[config.mk]
export PLATFORM = sky130hd
export DESIGN_NAME = ping_pong_out_collector
export DESIGN_NICKNAME = d
export VERILOG_FILES = /design/src/rtl/mha_pkg.sv /design/src/rtl/collector_bank_ram.sv /design/src/rtl/ping_pong_out_collector.sv
export SDC_FILE = /design/constraint.sdc
export NUM_CORES = 1
export LEC_CHECK = 0
export ABC_AREA = 1
export CORE_AREA = 3 3 164 166
export DETAILED_ROUTE_END_ITERATION = 8
export DIE_AREA = 0 0 167 169
export PLACE_DENSITY = 0.77
export SLEW_MARGIN = 40
export SYNTH_ARGS = -nofsm -noshare
export SYNTH_HDL_FRONTEND = slang
export SYNTH_HIERARCHICAL = 1
export SYNTH_SLANG_ARGS = --single-unit
[constraint.sdc]
create_clock -name clk -period 6.8 [get_ports clk]
set_input_delay 0.68 -clock clk [delete_from_list [all_inputs] [get_ports clk]]
set_output_delay 0.68 -clock clk [all_outputs]
set_load 0.03 [all_outputs]
[src/rtl/mha_pkg.sv]
// Shared types and width helpers for the MHA linear-projection datapath.
package mha_pkg;

  typedef enum logic [1:0] {
    EMPTY    = 2'd0,
    FILLING  = 2'd1,
    FULL     = 2'd2,
    DRAINING = 2'd3
  } bank_state_t;

  function automatic int clog2_min1(input int n);
    return (n <= 1) ? 1 : $clog2(n);
  endfunction

endpackage

[src/rtl/collector_bank_ram.sv]
// Two-bank word store for the output collector: synchronous write, asynchronous read.
module collector_bank_ram #(
  parameter int DATA_WIDTH = 64,
  parameter int ADDR_WIDTH = 2
) (
  input  logic                  clk,
  input  logic                  we,
  input  logic [ADDR_WIDTH-1:0] waddr,
  input  logic [DATA_WIDTH-1:0] wdata,
  input  logic [ADDR_WIDTH-1:0] raddr,
  output logic [DATA_WIDTH-1:0] rdata
);

  // Address is {bank, idx}; depth equals 2*COL_Y when COL_Y is a power of two.
  logic [DATA_WIDTH-1:0] mem [2**ADDR_WIDTH];

  always_ff @(posedge clk) begin
    if (we) mem[waddr] <= wdata;
  end

  assign rdata = mem[raddr];

endmodule

[src/rtl/ping_pong_out_collector.sv]
// Captures finished accumulator blocks into two alternating row banks and
// streams each completed row out as a valid/ready burst with last marking row end.
module ping_pong_out_collector
  import mha_pkg::*;
#(
  parameter int DATA_WIDTH = 64,
  parameter int COL_Y      = 2,
  parameter int TOTAL_ROWS = 4,
  localparam int IDX_WIDTH = clog2_min1(COL_Y),
  localparam int ROW_WIDTH = clog2_min1(TOTAL_ROWS)
) (
  input  logic                  clk,
  input  logic                  rst,
  input  logic                  in_valid,
  input  logic [DATA_WIDTH-1:0] in_data,
  output logic                  full,
  output logic                  out_valid,
  input  logic                  out_ready,
  output logic [DATA_WIDTH-1:0] out_data,
  output logic                  out_last,
  output logic [ROW_WIDTH-1:0]  out_row_idx,
  output logic                  overflow,
  output logic                  done
);

  localparam logic [IDX_WIDTH-1:0] LAST_IDX = IDX_WIDTH'(COL_Y - 1);
  localparam logic [ROW_WIDTH-1:0] LAST_ROW = ROW_WIDTH'(TOTAL_ROWS - 1);

  bank_state_t st_q [2];
  bank_state_t st_d [2];

  logic                  wr_bank_q, wr_bank_d;
  logic [IDX_WIDTH-1:0]  wr_idx_q, wr_idx_d;
  logic                  rd_bank_q, rd_bank_d;
  logic [IDX_WIDTH-1:0]  rd_idx_q, rd_idx_d;
  logic [ROW_WIDTH-1:0]  row_q, row_d;
  logic                  valid_q, valid_d;
  logic [DATA_WIDTH-1:0] data_q, data_d;
  logic                  last_q, last_d;
  logic [ROW_WIDTH-1:0]  row_idx_q, row_idx_d;
  logic                  overflow_q, overflow_d;
  logic                  done_q, done_d;

  logic                  writable;
  logic                  we;
  logic                  hs;
  logic [IDX_WIDTH-1:0]  rd_idx_inc;
  logic [IDX_WIDTH-1:0]  raddr_idx;
  logic [DATA_WIDTH-1:0] rdata;

  assign writable   = (st_q[wr_bank_q] == EMPTY) || (st_q[wr_bank_q] == FILLING);
  assign we         = in_valid & writable & ~done_q;
  assign hs         = valid_q & out_ready;
  assign rd_idx_inc = rd_idx_q + IDX_WIDTH'(1);
  // Read address looks ahead to the word registered at this edge.
  assign raddr_idx  = hs ? rd_idx_inc : '0;

  collector_bank_ram #(
    .DATA_WIDTH (DATA_WIDTH),
    .ADDR_WIDTH (IDX_WIDTH + 1)
  ) u_ram (
    .clk   (clk),
    .we    (we),
    .waddr ({wr_bank_q, wr_idx_q}),
    .wdata (in_data),
    .raddr ({rd_bank_q, raddr_idx}),
    .rdata (rdata)
  );

  always_comb begin
    st_d       = st_q;
    wr_bank_d  = wr_bank_q;
    wr_idx_d   = wr_idx_q;
    rd_bank_d  = rd_bank_q;
    rd_idx_d   = rd_idx_q;
    row_d      = row_q;
    valid_d    = valid_q;
    data_d     = data_q;
    last_d     = last_q;
    row_idx_d  = row_idx_q;
    overflow_d = overflow_q;
    done_d     = done_q;

    if (in_valid && !done_q) begin
      if (writable) begin
        if (wr_idx_q == LAST_IDX) begin
          st_d[wr_bank_q] = FULL;
          wr_idx_d        = '0;
          wr_bank_d       = ~wr_bank_q;
        end else begin
          st_d[wr_bank_q] = FILLING;
          wr_idx_d        = rd_idx_inc_w(wr_idx_q);
        end
      end else begin
        overflow_d = 1'b1;
      end
    end

    // Writes only touch EMPTY/FILLING banks and reads only FULL/DRAINING ones,
    // so both updates to st_d never target the same bank in one cycle.
    if (hs) begin
      if (rd_idx_q == LAST_IDX) begin
        st_d[rd_bank_q] = EMPTY;
        rd_bank_d       = ~rd_bank_q;
        rd_idx_d        = '0;
        row_d           = row_q + ROW_WIDTH'(1);
        valid_d         = 1'b0;
        if (row_q == LAST_ROW) done_d = 1'b1;
      end else begin
        rd_idx_d = rd_idx_inc;
        data_d   = rdata;
        last_d   = (rd_idx_inc == LAST_IDX);
      end
    end else if (!valid_q && !done_q && st_q[rd_bank_q] == FULL) begin
      st_d[rd_bank_q] = DRAINING;
      valid_d         = 1'b1;
      data_d          = rdata;
      last_d          = (COL_Y == 1);
      row_idx_d       = row_q;
    end
  end

  function automatic logic [IDX_WIDTH-1:0] rd_idx_inc_w(input logic [IDX_WIDTH-1:0] v);
    return v + IDX_WIDTH'(1);
  endfunction

  always_ff @(posedge clk or posedge rst) begin
    if (rst) begin
      st_q[0]    <= EMPTY;
      st_q[1]    <= EMPTY;
      wr_bank_q  <= 1'b0;
      wr_idx_q   <= '0;
      rd_bank_q  <= 1'b0;
      rd_idx_q   <= '0;
      row_q      <= '0;
      valid_q    <= 1'b0;
      data_q     <= '0;
      last_q     <= 1'b0;
      row_idx_q  <= '0;
      overflow_q <= 1'b0;
      done_q     <= 1'b0;
    end else begin
      st_q       <= st_d;
      wr_bank_q  <= wr_bank_d;
      wr_idx_q   <= wr_idx_d;
      rd_bank_q  <= rd_bank_d;
      rd_idx_q   <= rd_idx_d;
      row_q      <= row_d;
      valid_q    <= valid_d;
      data_q     <= data_d;
      last_q     <= last_d;
      row_idx_q  <= row_idx_d;
      overflow_q <= overflow_d;
      done_q     <= done_d;
    end
  end

  assign full        = ~writable;
  assign out_valid   = valid_q;
  assign out_data    = data_q;
  assign out_last    = last_q;
  assign out_row_idx = row_idx_q;
  assign overflow    = overflow_q;
  assign done        = done_q;

endmodule

# Word level (Yosys, flattened, before mapping)
# Memory sizes are Yosys's and may differ from the RTL's.
# Cells that the tools add are included.
# op_classes
mul	0
n_lt_le_gt_ge	4
muxes	30
shift	0
n_div	0
n_reduce_logical	18
addsub	3
n_eq_ne	5
bitwise	19
# ops
op	n
$mux 64	3
$mux 4	6
$mux 2	8
$reduce_and 2->1	6
$mux 1	11
$reduce_and 3->1	2
$logic_and 1x1->1	5
$not 1->1	5
$and 2x2->2	2
$and 4x4->4	1
$demux 2 s1	2
$eq 2x2->1 const B	2
$ge 2x2->1 const B	2
$lt 2x1->1 const B	2
$ne 2x2->1 const B	2
$not 1->2	2
$not 2->2	2
$not 4->4	1
$or 2x2->2	2
$or 4x4->4	1
$and 1x1->1	3
$add 1x1->1 const B	2
$add 2x1->2 const B	1
$eq 2x1->1 const B	1
other kinds (4)	5
# totals
in_bits	68
memories	1
regBits	80
latchBits	0
output_inout_bits	71
mem_bits_ro	0
ramBits	256
# mem_list
memory	depth	word_bits	rd	rd_ports_with_merged_regs	wr	line	text
u_ram.mem	4	64	1	0	1	collector_bank_ram.sv:15	logic [DATA_WIDTH-1:0] mem [2**ADDR_WIDTH];

# Depth between registers and ports, before layout
# Gate-level depths: netlist (run 1).
# depth
ltp_word	13
mapped_depth	14

# By module
# Netlist (run 1), hierarchy kept.
# by_module_without_submodules
module	seq_area_each_um2	cells_per_inst	instances	area_per_inst_um2
collector_bank_ram	7687.4	1010	1	10761.6
ping_pong_out_collector	2001.9	364	1	3269.4

# Least setup slack after synthesis (run 1)
# No wires, ideal clock.
# synth_timing
path_kind	input to register
from	input port in_valid
to	memory u_ram.mem[1][0] (enable)
setup_slack_ps	831
path_buffers	0
arrival_time_ps	5404
stages	6
setup_ps	565
path_cell_list	nand2_1 inv_1 nand2_1 inv_1 inv_1 nor3_1
# synth_between
elab_chain_len	4
# synth_rtl
item	line	text
start: declaration	ping_pong_out_collector.sv:14	input logic in_valid,
$and 1x1->1 (2 in series)	ping_pong_out_collector.sv:52	assign we = in_valid & writable & ~done_q;
via we	ping_pong_out_collector.sv:45	logic we;
$mux 1	collector_bank_ram.sv:18	if (we) mem[waddr] <= wdata;
$mux 1 (not written as such)	collector_bank_ram.sv:18	
end: declaration	collector_bank_ram.sv:15	
# The timed path passes the listed nets, and every way through them passes these cells.

# Final worst setup path (run 1)
# layout_timing
from	input port out_ready
to	register data_q[13], in the netlist out_data[13]
# layout_between
elab_chain_len	5
word_cells_on_any_way	9
cone_classes	1 x eq/ne; 4 x mux; 1 x bitwise; 2 x reduce/logical; 1 x memory
# layout_rtl
item	line	text
start: declaration	ping_pong_out_collector.sv:18	input logic out_ready,
$and 1x1->1 *	ping_pong_out_collector.sv:53	assign hs = valid_q & out_ready;
$mux 1	ping_pong_out_collector.sv:56	assign raddr_idx = hs ? rd_idx_inc : '0;
$mem_v2 4x64	-	
$mux 64 (on tied branches)	ping_pong_out_collector.sv:114, ping_pong_out_collector.sv:102	
$mux 64 *	ping_pong_out_collector.sv:101	if (hs) begin
via data_d[13]	ping_pong_out_collector.sv:38	logic [DATA_WIDTH-1:0] data_q, data_d;
end signal: assignment	ping_pong_out_collector.sv:150	data_q <= data_d;
end: declaration	ping_pong_out_collector.sv:38	
# The timed path passes the listed nets; every way through them passes the cells marked *. The select of a mux whose other input is x is not followed.
# A chain may end at the register's enable or synchronous reset.

==> impl_results.md, run 1 <==
* Run status: finished, final reports clean
* Number of iterations in the first detailed-routing pass at 7
* Routed length per placed instance at 16.0 um
* Die ar. at ~0.028 mm2
* Worst-case reg-to-reg path depth at 11
* Total placed instance area at between 0.015 and 0.02 mm2
* Placeable core area at 0.0258 mm2
* Maximum number of pins on one net before global-route repair at 85
* Synth Area per Inst at between 10 and 15 um2
* Number of vias after detailed routing at roughly 9500
* Internal portion of total power at 0.00407 W
* Clock edge transition at the registers on the reported setup and hold paths at around 0.06 ns
* Count of hold buffers inserted by post-cts repair at 0
* Remaining global-route overflow at 0
* Antenna violations before repair at 2
* Clock tree from TritonCTS: built
* Resized cells post-CTS at 0
* Peak fanout along the critical path at 75
* Cell at the root of the clock tree: clkbuf_16
* Ratio of total power to cell area at between 300 and 400 mW/mm2
* Number of instances in the synthesized netlist at 1374
* Critical path launch point type: input port
* Vias per Instance at 5.10
* CTS Sinks at about 340
* P&R area growth vs syn at 19.3%
* Count of H-tree levels built during CTS at 2
* Maximum clock frequency at ~350 MHz
* Unrepaired setup endpoints after global routing: false
* Number of max-cap violations at 0
* Final net count at approximately 1600
* Mapped Area at about 0.014 mm2
* Overall fraction of global-route tracks in use at between 20% and 30%
* Most frequent cells in the layout: nand2_1 (480), inv_1 (271), edfxtp_1 (256)
* Data required time of the critical path at 7.19 ns
* Total negative slack for setup checks at 0 ns
* Weighted congestion at the end of routability-driven global placement at ~0.8
* Starting Density at between 50% and 60%
* Proportion of layout cells with a drive suffix above 1 at about 4.9%
* Part of the power in combinational logic at 27.2%
* Final Setup Violations at 0
* Number of distinct library cells after synthesis at 23
* Post-layout minimum cycle time at roughly 2.9 ns
* Die height at between 150 and 200 um
* Switching power at 0.00192 W
* Count of port buffers added during placement at 138
* Detailed placement HPWL at approximately 16000 um
* Max-Slew Margin vs Limit at 48.4%
* Total count of hold-check failures in the final report at 0
* I/O pin cnt at roughly 140
* Number of register bits inferred by synthesis at between 300 and 400
* DRC at 0
* Crit share post-route at a little over two fifths
* Worst-case register-to-register setup slack at between 4 and 5 ns
* Critical Setup Path Class: input port to register
* Seq/Total Area, Yosys at between 60% and 70%
* Worst-case clock buffer depth at 3
* Number of global-route vias before repair at ~9600
* Worst-case clock skew at between 0.01 and 0.015 ns
* Final design area excluding fillers at between 0.015 and 0.02 mm2
* Aggregate routed wire length at between 20000 and 30000 um
* Commonest non-fill, non-tap cell in the layout: nand2_1
* Post-Syn Nets at 1443
* First-pass GRT wire length at around 48000 um
* Residual antenna-violating net count after detailed routing at 0
* Max rail drop VDD at ~0.21 mV
* Total CTS buffers at 34
* Drt initial violations at roughly 720
* Max-slew violation total from the final report at 0
* Warnings, synthesis at 6
* Slew at the pin with the worst max-slew slack at ~0.77 ns
* Reported leakage power at between 7 and 8 nW
* Worst-Skew Late Latency at roughly 0.50 ns
* Die span in x at about 170 um
* Net switching fraction of the power at between 30 and 40%
* Hold path depth at 2
* Sequential share of power at a little over two fifths
* Standard-cell rows at slightly below 60
* Class of the tightest hold or removal check: register to register
* Clock power share at roughly 30%
* Post-CTS setup buffers at 0
* Arrival time worst endpoint at 3.28 ns
* Endpoint class of the critical path: register
## cell families (layout without fill, tap and decap cells)
logic type,count (synthesis),after routing,synth area share (%)
compound gates,5,5,0.232
simple gates,693,693,20.5
other cells,0,1,0
buf+inv,337,486,9.97
xor+xnor,2,2,0.125
fa+ha+maj,1,1,0.0892
flops,336,336,69.1
## cells in the mapped netlist
| cell | instances | area share, % |
|---|---|---|
| ha_1 | 1 | 0.089 |
| nand4_1 | 1 | 0.045 |
| buf_6 | 3 | 0.24 |
| buf_1 | 2 | 0.054 |
| buf_4 | 20 | 1.1 |
| buf_2 | 29 | 1.0 |
| a21boi_0 | 1 | 0.054 |
| o21bai_1 | 1 | 0.054 |
| inv_1 | 273 | 7.3 |
| o21a_1 | 1 | 0.054 |
| o21ai_0 | 2 | 0.071 |
| inv_2 | 3 | 0.080 |
| dfrtp_1 | 80 | 14 |
| nand3_1 | 201 | 7.2 |
| xor2_1 | 1 | 0.062 |
| nor2_1 | 3 | 0.080 |
| nand2_1 | 480 | 13 |
| clkbuf_1 | 7 | 0.19 |
| nand2_2 | 2 | 0.089 |
| xnor2_1 | 1 | 0.062 |
| edfxtp_1 | 256 | 55 |
| nand2_4 | 2 | 0.16 |
| nor3_1 | 4 | 0.14 |
## through the flow
| step | utilization, % | setup WS (ns) | std cells | total power, W | hold WS [ns] |
|---|---|---|---|---|---|
| 2_1_floorplan | - | 0.831 | 1374 | 0.00360 | 0.450 |
| 3_3_place_gp | 60.5 | 3.29 | 1797 | 0.00420 | 0.454 |
| 3_5_place_dp | 60.6 | 3.26 | 1797 | 0.00424 | 0.460 |
| 4_1_cts | 64.8 | 3.77 | 1858 | 0.00603 | 0.475 |
| 5_1_grt | 65.0 | 3.65 | 1858 | 0.00627 | 0.502 |
| 6_report | 65.0 | 3.91 | 1859 | 0.00599 | 0.472 |
## path summary, 6_finish.rpt
path / start / to
min in group asynchronous: rst / out_data[61]
worst max register to register: out_valid / out_data[13]
worst min register to register: out_last / out_last
worst min-delay path: out_last / out_last
max in group asynchronous: rst / rd_bank_q
worst max-delay path: out_ready / out_data[13]
## flip-flops by register name, summed over array words and instances (netlist names)
| name | cells |
|---|---|
| u_ram/mem | 256 |
| out_data | 64 |
| st_q | 4 |
| out_row_idx | 2 |
| row_q | 2 |
| done | 1 |
| out_last | 1 |
| out_valid | 1 |
| overflow | 1 |
| rd_bank_q | 1 |
| rd_idx_q | 1 |
| wr_bank_q | 1 |
| wr_idx_q | 1 |
## area by class of cell
class,count,area [um2]
Multi-Input combinational cell,701,3000
Tap cell,335,419
Clock inverter,13,106
Fill cell,1888,9020
Antenna cell,1,2.50
Inverter,276,1040
Sequential cell,336,9690
Timing Repair Buffer,149,1500
Clock buffer,48,987
## critical path: stages
cell and delay [ns]:
clkdlybuf4s50_1 0.40, nand2_1 0.12, inv_1 0.08, nand2_4 0.08, inv_4 0.17, inv_4 0.65
buf_4 0.61, nand2_1 0.13, nand3_1 0.13, nand2_1 0.08, nand2_1 0.07, nand2_1 0.06
## power by group through the flow
stage / logic [W] / clock network, W / registers (W)
2_1_floorplan: 0.000689 / 0 / 0.00291
3_3_place_gp: 0.00160 / 0 / 0.00260
3_5_place_dp: 0.00163 / 0 / 0.00261
4_1_cts: 0.00164 / 0.00182 / 0.00257
5_1_grt: 0.00177 / 0.00190 / 0.00259
6_report: 0.00163 / 0.00180 / 0.00257
## layer usage
layer / routed length [um] / vias up / part of all wire (%) / track usage [%]
met4: 1050 / 2 / 3.5 / 8.36
met5: 13 / - / 0.044 / 0
met2: 15000 / 302 / 50 / 37.5
met1: 11800 / 4540 / 40 / 25.8
met3: 1980 / 88 / 6.6 / 3.97
li1: - / 4556 / - / -
(Power assumes the default switching activity.)
==> inputs of run 2 (changes only) <==
--- a/config.mk
+++ b/config.mk
@@ -6,10 +6,10 @@
 export NUM_CORES = 1
 export LEC_CHECK = 0
 export ABC_AREA = 1
-export CORE_AREA = 3 3 164 166
+export CORE_AREA = 3 3 170 172
 export DETAILED_ROUTE_END_ITERATION = 8
-export DIE_AREA = 0 0 167 169
-export PLACE_DENSITY = 0.77
+export DIE_AREA = 0 0 173 175
+export PLACE_DENSITY = 0.75
 export SLEW_MARGIN = 40
 export SYNTH_ARGS = -nofsm -noshare
 export SYNTH_HDL_FRONTEND = slang
==> constraint.sdc (replaced) <==
create_clock -name clk -period 2.6 [get_ports clk]
set_input_delay 0.26 -clock clk [delete_from_list [all_inputs] [get_ports clk]]
set_output_delay 0.26 -clock clk [all_outputs]
set_load 0.03 [all_outputs]
==> run 2 against run 1 <==
  * Register-to-register slack got worse by 3.4 ns
  * Global-route usage decreased by 1.1 points
  * Sequential power increased to 2.6 times the previous value
  * Design area increased by 1.2%
  * Setup slack got worse by 3.5 ns
  * Clock power increased to 2.6 times the previous value
  * Hold slack got worse by 0.28 ns
  * Combinational power increased to 2.7 times the previous value
  * Largest cell class unchanged
  * Largest power group unchanged
  * Count of clock-buffer cells in the layout unchanged
  * Critical path type is now register to output port
==> impl_results.md, run 2 (same netlist as run 1, synthesis figures left out) <==
* Class of the tightest hold or removal check: input port to asynchronous set/reset pin
* First-pass GRT wire length at 48700 um (+2.0%)
* Drt initial violations at 701 (-2.2%)
* Post-layout minimum cycle time at roughly 2.2 ns
* Routed length per placed instance at 15.9 um (-0.57%)
* Placeable core area at 0.0276 mm2 (+7.2%)
* Critical path launch point type: register
* Worst-Skew Late Latency at 0.51 ns (about the same)
* Count of placed standard cells in the final layout, fillers left out at 1912 (+2.9%)
* Worst-case clock buffer depth at 3 (unchanged)
* Starting Density at 50.8% (-3.7 points)
* Number of max-cap violations at 0 (unchanged)
* Crit share post-route at a little over four fifths
* Die span in x at 173 um (+3.6%)
* I/O pin cnt at 139 (unchanged)
* Die height at 175 um (+3.6%)
* Reported leakage power at 7.72 nW (+1.4%)
* DP Worst Slack at 0.472 ns (-2.79 ns)
* Count of hold buffers inserted by post-cts repair at 0 (unchanged)
* Cell at the root of the clock tree: clkbuf_16
* Maximum number of pins on one net before global-route repair at 129 (+52%)
* Final Setup Violations at 0 (unchanged)
* Post-CTS setup buffers at 0 (unchanged)
* Proportion of layout cells with a drive suffix above 1 at 5.94% (+1.0 points)
* Most frequent cells in the layout: nand2_1 (477), inv_1 (266), edfxtp_1 (256)
* Max rail drop VDD at 0.458 mV (+120%)
* DRC at 0 (unchanged)
* Unrepaired setup endpoints after global routing: false
* Max-slew violation total from the final report at 0 (unchanged)
* Total CTS buffers at 35 (+2.9%)
* Number of vias after detailed routing at 9447 (-0.43%)
* Slew at the pin with the worst max-slew slack at 0.698 ns (-0.0749 ns)
* Peak fanout along the critical path at 7 (-91%)
* Max-Slew Margin vs Limit at 53.4% (+5.0 points)
* Aggregate routed wire length at 30400 um (+2.3%)
* Die ar. at 0.0303 mm2 (+7.3%)
* Remaining global-route overflow at 0 (unchanged)
* Standard-cell rows at 61 (+3.4%)
* Antenna violations before repair at 3 (+1)
* Number of flip-flops under the largest register name at 256 (unchanged)
* Overall fraction of global-route tracks in use at 20.1% (-1.1 points)
* Count of port buffers added during placement at 138 (unchanged)
* Detailed placement HPWL at 17400 um (+6.8%)
* P&R area growth vs syn at 20.7%
* Critical Setup Path Class: register to output port
* Clock edge transition at the registers on the reported setup and hold paths at 0.06 ns (about the same)
* Fillers at 2200 (+17%)
* Weighted congestion at the end of routability-driven global placement at 0.743 (-5.6%)
* CTS Sinks at 336 (unchanged)
* Maximum clock frequency at around 460 MHz
* Total count of hold-check failures in the final report at 0 (unchanged)
* Run status: finished, final reports clean
* Residual antenna-violating net count after detailed routing at 0 (unchanged)
* Worst-case clock skew at 0.0293 ns (+0.0160 ns)
* Inst Count DP at 1849 (+2.9%)
* Number of iterations in the first detailed-routing pass at 7 (unchanged)
* Final net count at 1577 (+0.64%)
* Data required time of the critical path at 2.34 ns (-4.85 ns)
* Endpoint class of the critical path: output port
* Resized cells post-CTS at 0 (unchanged)
* Number of global-route vias before repair at 9533 (-0.42%)
* Arrival time worst endpoint at 1.93 ns (-1.35 ns)
* Top register by number of flip-flops: u_ram/mem
* Count of H-tree levels built during CTS at 2 (unchanged)
* Worst setup margin at 0.415 ns (-3.50 ns)
* Vias per Instance at 4.94 (-3.2%)
* Clock tree from TritonCTS: built
* Commonest non-fill, non-tap cell in the layout: nand2_1
* Ratio of total power to cell area at 925 mW/mm2 (+160%)
==> run 2: cell types whose count changed in the layout (fill, tap and decap cells not counted), moves of 3 or more <==
cell        previous run  this run
clkinvlp_4             6         1
nand2_1              480       477
inv_1                271       266
buf_12                 1        10
buf_6                  5         1
nand2_2                1         4
inv_2                  2         6
clkinv_1               2         6
buf_4                  5         9
==> run 2: metal layers <==
metal	GRT usage (%)	routed length [um]	up-vias
met5	0	20	-
met4	7.50	725	2
met3	3.59	1820	55
met2	34.7	15300	280
met1	25.4	12600	4526
li1	-	-	4584
==> run 2: cell type report <==
cell class | instances | area [um2] | area share [%]
Tap cell | 378 | 473 | 2.79
Inverter | 276 | 1050 | 6.18
Multi-Input combinational cell | 701 | 3000 | 17.7
Sequential cell | 336 | 9690 | 57.2
Antenna cell | 1 | 2.50 | 0.0148
Timing Repair Buffer | 158 | 1660 | 9.80
Clock buffer | 48 | 965 | 5.70
Clock inverter | 14 | 97.6 | 0.576
==> run 2: worst max-delay path: stages, from the launching register on <==
cell,delay (ns)
dfrtp_2,0.47
inv_2,0.07
nand2_1,0.09
nand2_2,0.09
inv_1,0.06
clkdlybuf4s50_1,0.66
==> run 2: final timing paths <==
kind	slack [ns]	depth (start not counted)	to	from
worst min register to register	0.47	2	out_row_idx[0]	out_row_idx[0]
worst max-delay path	0.41	5	full	wr_bank_q
worst max register to register	0.66	8	u_ram/mem[0][38]	wr_bank_q
max in group asynchronous	1.72	3	out_data[35]	rst
worst min-delay path	0.19	2	out_data[27]	rst
min in group clk	0.37	1	u_ram/mem[0][31]	in_data[31]
==> run 2: power by group <==
| part | switching (W) | internal [W] |
|---|---|---|
| registers | 0.000361 | 0.00630 |
| logic | 0.00275 | 0.00164 |
| clock network | 0.00191 | 0.00270 |
| total | 0.00503 | 0.0106 |
==> run 2: per-stage QoR <==
stage          util, %  cell area [um2]  TNS, ns  hold slack [ns]  total power (W)
6_report          61.3            16900        0            0.191           0.0157
3_3_place_gp      57.4            15900        0            0.456           0.0111
2_1_floorplan        -            14100   -59.14            0.359          0.00941
5_1_grt           61.3            16900        0            0.239           0.0164
4_1_cts           61.3            16900        0            0.193           0.0158
3_5_place_dp      57.4            15900        0            0.458           0.0112
==> inputs of run 3 (changes only) <==
==> constraint.sdc (replaced) <==
create_clock -name clk -period 1.9 [get_ports clk]
set_input_delay 0.19 -clock clk [delete_from_list [all_inputs] [get_ports clk]]
set_output_delay 0.19 -clock clk [all_outputs]
set_load 0.03 [all_outputs]
==> run 3 against run 2 <==
  * First-iteration DRC count is 18% higher
  * Clock skew is 0.018 ns lower
  * Non-clock buffer count is 23 higher
  * Routed wire length is 3.2% higher
  * Sequential power is 36% higher
  * Die area stayed put
  * Combinational power is 39% higher
  * Global-route usage is 0.45 points higher
  * Via count is 1.7% higher
  * Total power is 40% higher
  * Design area is 2.4% higher
  * Count of clock-buffer cells in the layout is 9 lower
  * Critical endpoint is now out_data[28]
==> impl_results.md, run 3 (same netlist as run 1, synthesis figures left out) <==
* Count of inserted antenna diode cells at 0 (-1)
* Count of hold buffers inserted by post-cts repair at 0 (unchanged)
* Clock tree from TritonCTS: built
* Max rail drop VDD at 0.804 mV (+76%)
* Multi-input logic area at 0.00300 mm2 (unchanged)
* Cell at the root of the clock tree: clkbuf_16
* Drt initial violations at 829 (+18%)
* DRC at 0 (unchanged)
* Worst-case clock skew at 0.0108 ns (-0.0185 ns)
* Critical Path, Cell by Cell: clkdlybuf4s50_1
* Number of vias after detailed routing at 9611 (+1.7%)
* Routed length per placed instance at 16.2 um (+2.0%)
* Class of the tightest hold or removal check: input port to asynchronous set/reset pin
* Aggregate routed wire length at 31400 um (+3.2%)
* Peak fanout along the critical path at 2 (-5)
* CP max-delay cell: clkdlybuf4s50_1
* Residual antenna-violating net count after detailed routing at 0 (unchanged)
* Count of placed standard cells in the final layout, fillers left out at 1935 (+1.2%)
* Overall fraction of global-route tracks in use at 20.5% (+0.45 points)
* Run status: finished, final reports clean
* Arrival time worst endpoint at 1.64 ns (-0.29 ns)
* Final Setup Violations at 0 (unchanged)
* P&R area growth vs syn at 23.6%
* Sequential cell area at 0.00969 mm2 (about the same)
* Top register by number of flip-flops: u_ram/mem
* Die height at 175 um (unchanged)
* Crit share post-route at 96.1%
* Crit path max-delay family: buffers and inverters
* Slew at the pin with the worst max-slew slack at 0.566 ns (-0.133 ns)
* Standard-cell rows at 61 (unchanged)
* Data required time of the critical path at 1.71 ns (-0.63 ns)
* Worst-Skew Late Latency at 0.51 ns (about the same)
* Weighted congestion at the end of routability-driven global placement at 0.773 (+3.9%)
* Max-slew violation total from the final report at 0 (unchanged)
* Endpoint class of the critical path: output port
* First-pass GRT wire length at 49900 um (+2.5%)
* Reported leakage power at 7.93 nW (+2.8%)
* Critical path launch point type: register
* Worst-case clock buffer depth at 3 (unchanged)
* Buf+Inv Stages, Crit Path at 1 (-2)
* Die ar. at 0.0303 mm2 (unchanged)
* Detailed placement HPWL at 19600 um (+13%)
* Most frequent cells in the layout: nand2_1 (477), inv_1 (266), edfxtp_1 (256)
* I/O pin cnt at 139 (unchanged)
* Maximum number of pins on one net before global-route repair at 81 (-37%)
* Ratio of total power to cell area at 1270 mW/mm2 (+37%)
* Vias per Instance at 4.97 (+0.53%)
* Total CTS buffers at 35 (unchanged)
* Startpoint of the most critical setup path: out_data[28]
* Proportion of layout cells with a drive suffix above 1 at 8.16% (+2.2 points)
* Share of the core filled with cells in the final layout at 62.8% (+1.5 points)
* Clock edge transition at the registers on the reported setup and hold paths at 0.06 ns (about the same)
* Starting Density at 50.8% (unchanged)
* Number of max-cap violations at 0 (unchanged)
* Number of global-route vias before repair at 9720 (+2.0%)
* CTS Sinks at 336 (unchanged)
* Maximum clock frequency at around 550 MHz
* Number of flip-flops under the largest register name at 256 (unchanged)
* Largest incremental delay on the critical path at 0.71 ns (+0.05 ns)
* Worst r2r src: wr_bank_q
* Count of H-tree levels built during CTS at 2 (unchanged)
* Total count of hold-check failures in the final report at 0 (unchanged)
* Fillers at 2132 (-3.1%)
* Remaining global-route overflow at 0 (unchanged)
* Number of iterations in the first detailed-routing pass at 5 (-2)
* Count of port buffers added during placement at 138 (unchanged)
* Commonest non-fill, non-tap cell in the layout: nand2_1
* Post-layout minimum cycle time at 1.83 ns
* Placeable core area at 0.0276 mm2 (unchanged)
* Antenna violations before repair at 0 (-3)
* Final net count at 1600 (+1.5%)
* Max-Slew Margin vs Limit at 62.3% (+8.9 points)
* Die span in x at 173 um (unchanged)
* Critical Setup Path Class: register to output port
* Inst Count DP at 1869 (+1.1%)
==> run 3: worst register-to-register path: cells and delay by family (launching register included) <==
kind	cells	cell delay, ns
simple gates	4	0.50
flops	1	0.43
buf+inv	4	0.53
==> run 3: path summary, 6_finish.rpt <==
| kind | endpoint | slack (ns) | cells past startpoint |
|---|---|---|---|
| min | out_row_idx[0] | 0.18 | 3 |
| min in group clk | u_ram/mem[2][31] | 0.32 | 1 |
| max reg2reg | u_ram/mem[0][63] | 0.09 | 8 |
| max | out_data[28] | 0.07 | 1 |
| min reg2reg | out_row_idx[0] | 0.47 | 2 |
| max in group asynchronous | out_valid | 1.35 | 3 |
==> run 3: repair_timing <==
action,4_1_cts,5_1_grt
gates resized for setup,1,6
endpoints found under the setup margin,1,48
pin swaps,0,0
hold endpoints to repair,0,0
gates cloned,0,2
buffers inserted,0,1
==> run 3: area by class of cell <==
class / count / share of cell area, %
Sequential cell: 336 / 55.9
Multi-Input combinational cell: 701 / 17.3
Timing Repair Buffer: 181 / 11.4
Inverter: 276 / 6.04
Clock buffer: 39 / 5.31
Tap cell: 378 / 2.73
Clock inverter: 24 / 1.35
==> run 3: report_power, final <==
part / switching [W] / internal [W] / total, W / leakage (nW)
Combinational: 0.00382 / 0.00228 / 0.00610 / 4.06
Sequential: 0.000469 / 0.00863 / 0.00910 / 3.30
Clock: 0.00274 / 0.00406 / 0.00680 / 0.580
==> run 3: layer usage <==
metal | global-route usage [%] | wire length, um | up-vias
met1 | 26.3 | 12900 | 4634
met5 | 0 | 0 | -
li1 | - | - | 4629
met4 | 6.45 | 731 | 0
met3 | 3.19 | 1820 | 52
met2 | 36.1 | 15900 | 296
==> run 3: through the flow <==
stage          TNS (ns)  area, um2  hold slack [ns]  worst slack, ns  total power [W]
3_5_place_dp      -1.02      16100            0.458          -0.0206           0.0154
6_report              0      17300            0.178           0.0743           0.0220
2_1_floorplan   -238.34      14100            0.289           -0.965           0.0129
5_1_grt         -0.0471      17300            0.225         -0.00594           0.0230
4_1_cts               0      17300            0.195           0.0487           0.0222
3_3_place_gp      -1.19      16100            0.453          -0.0286           0.0153
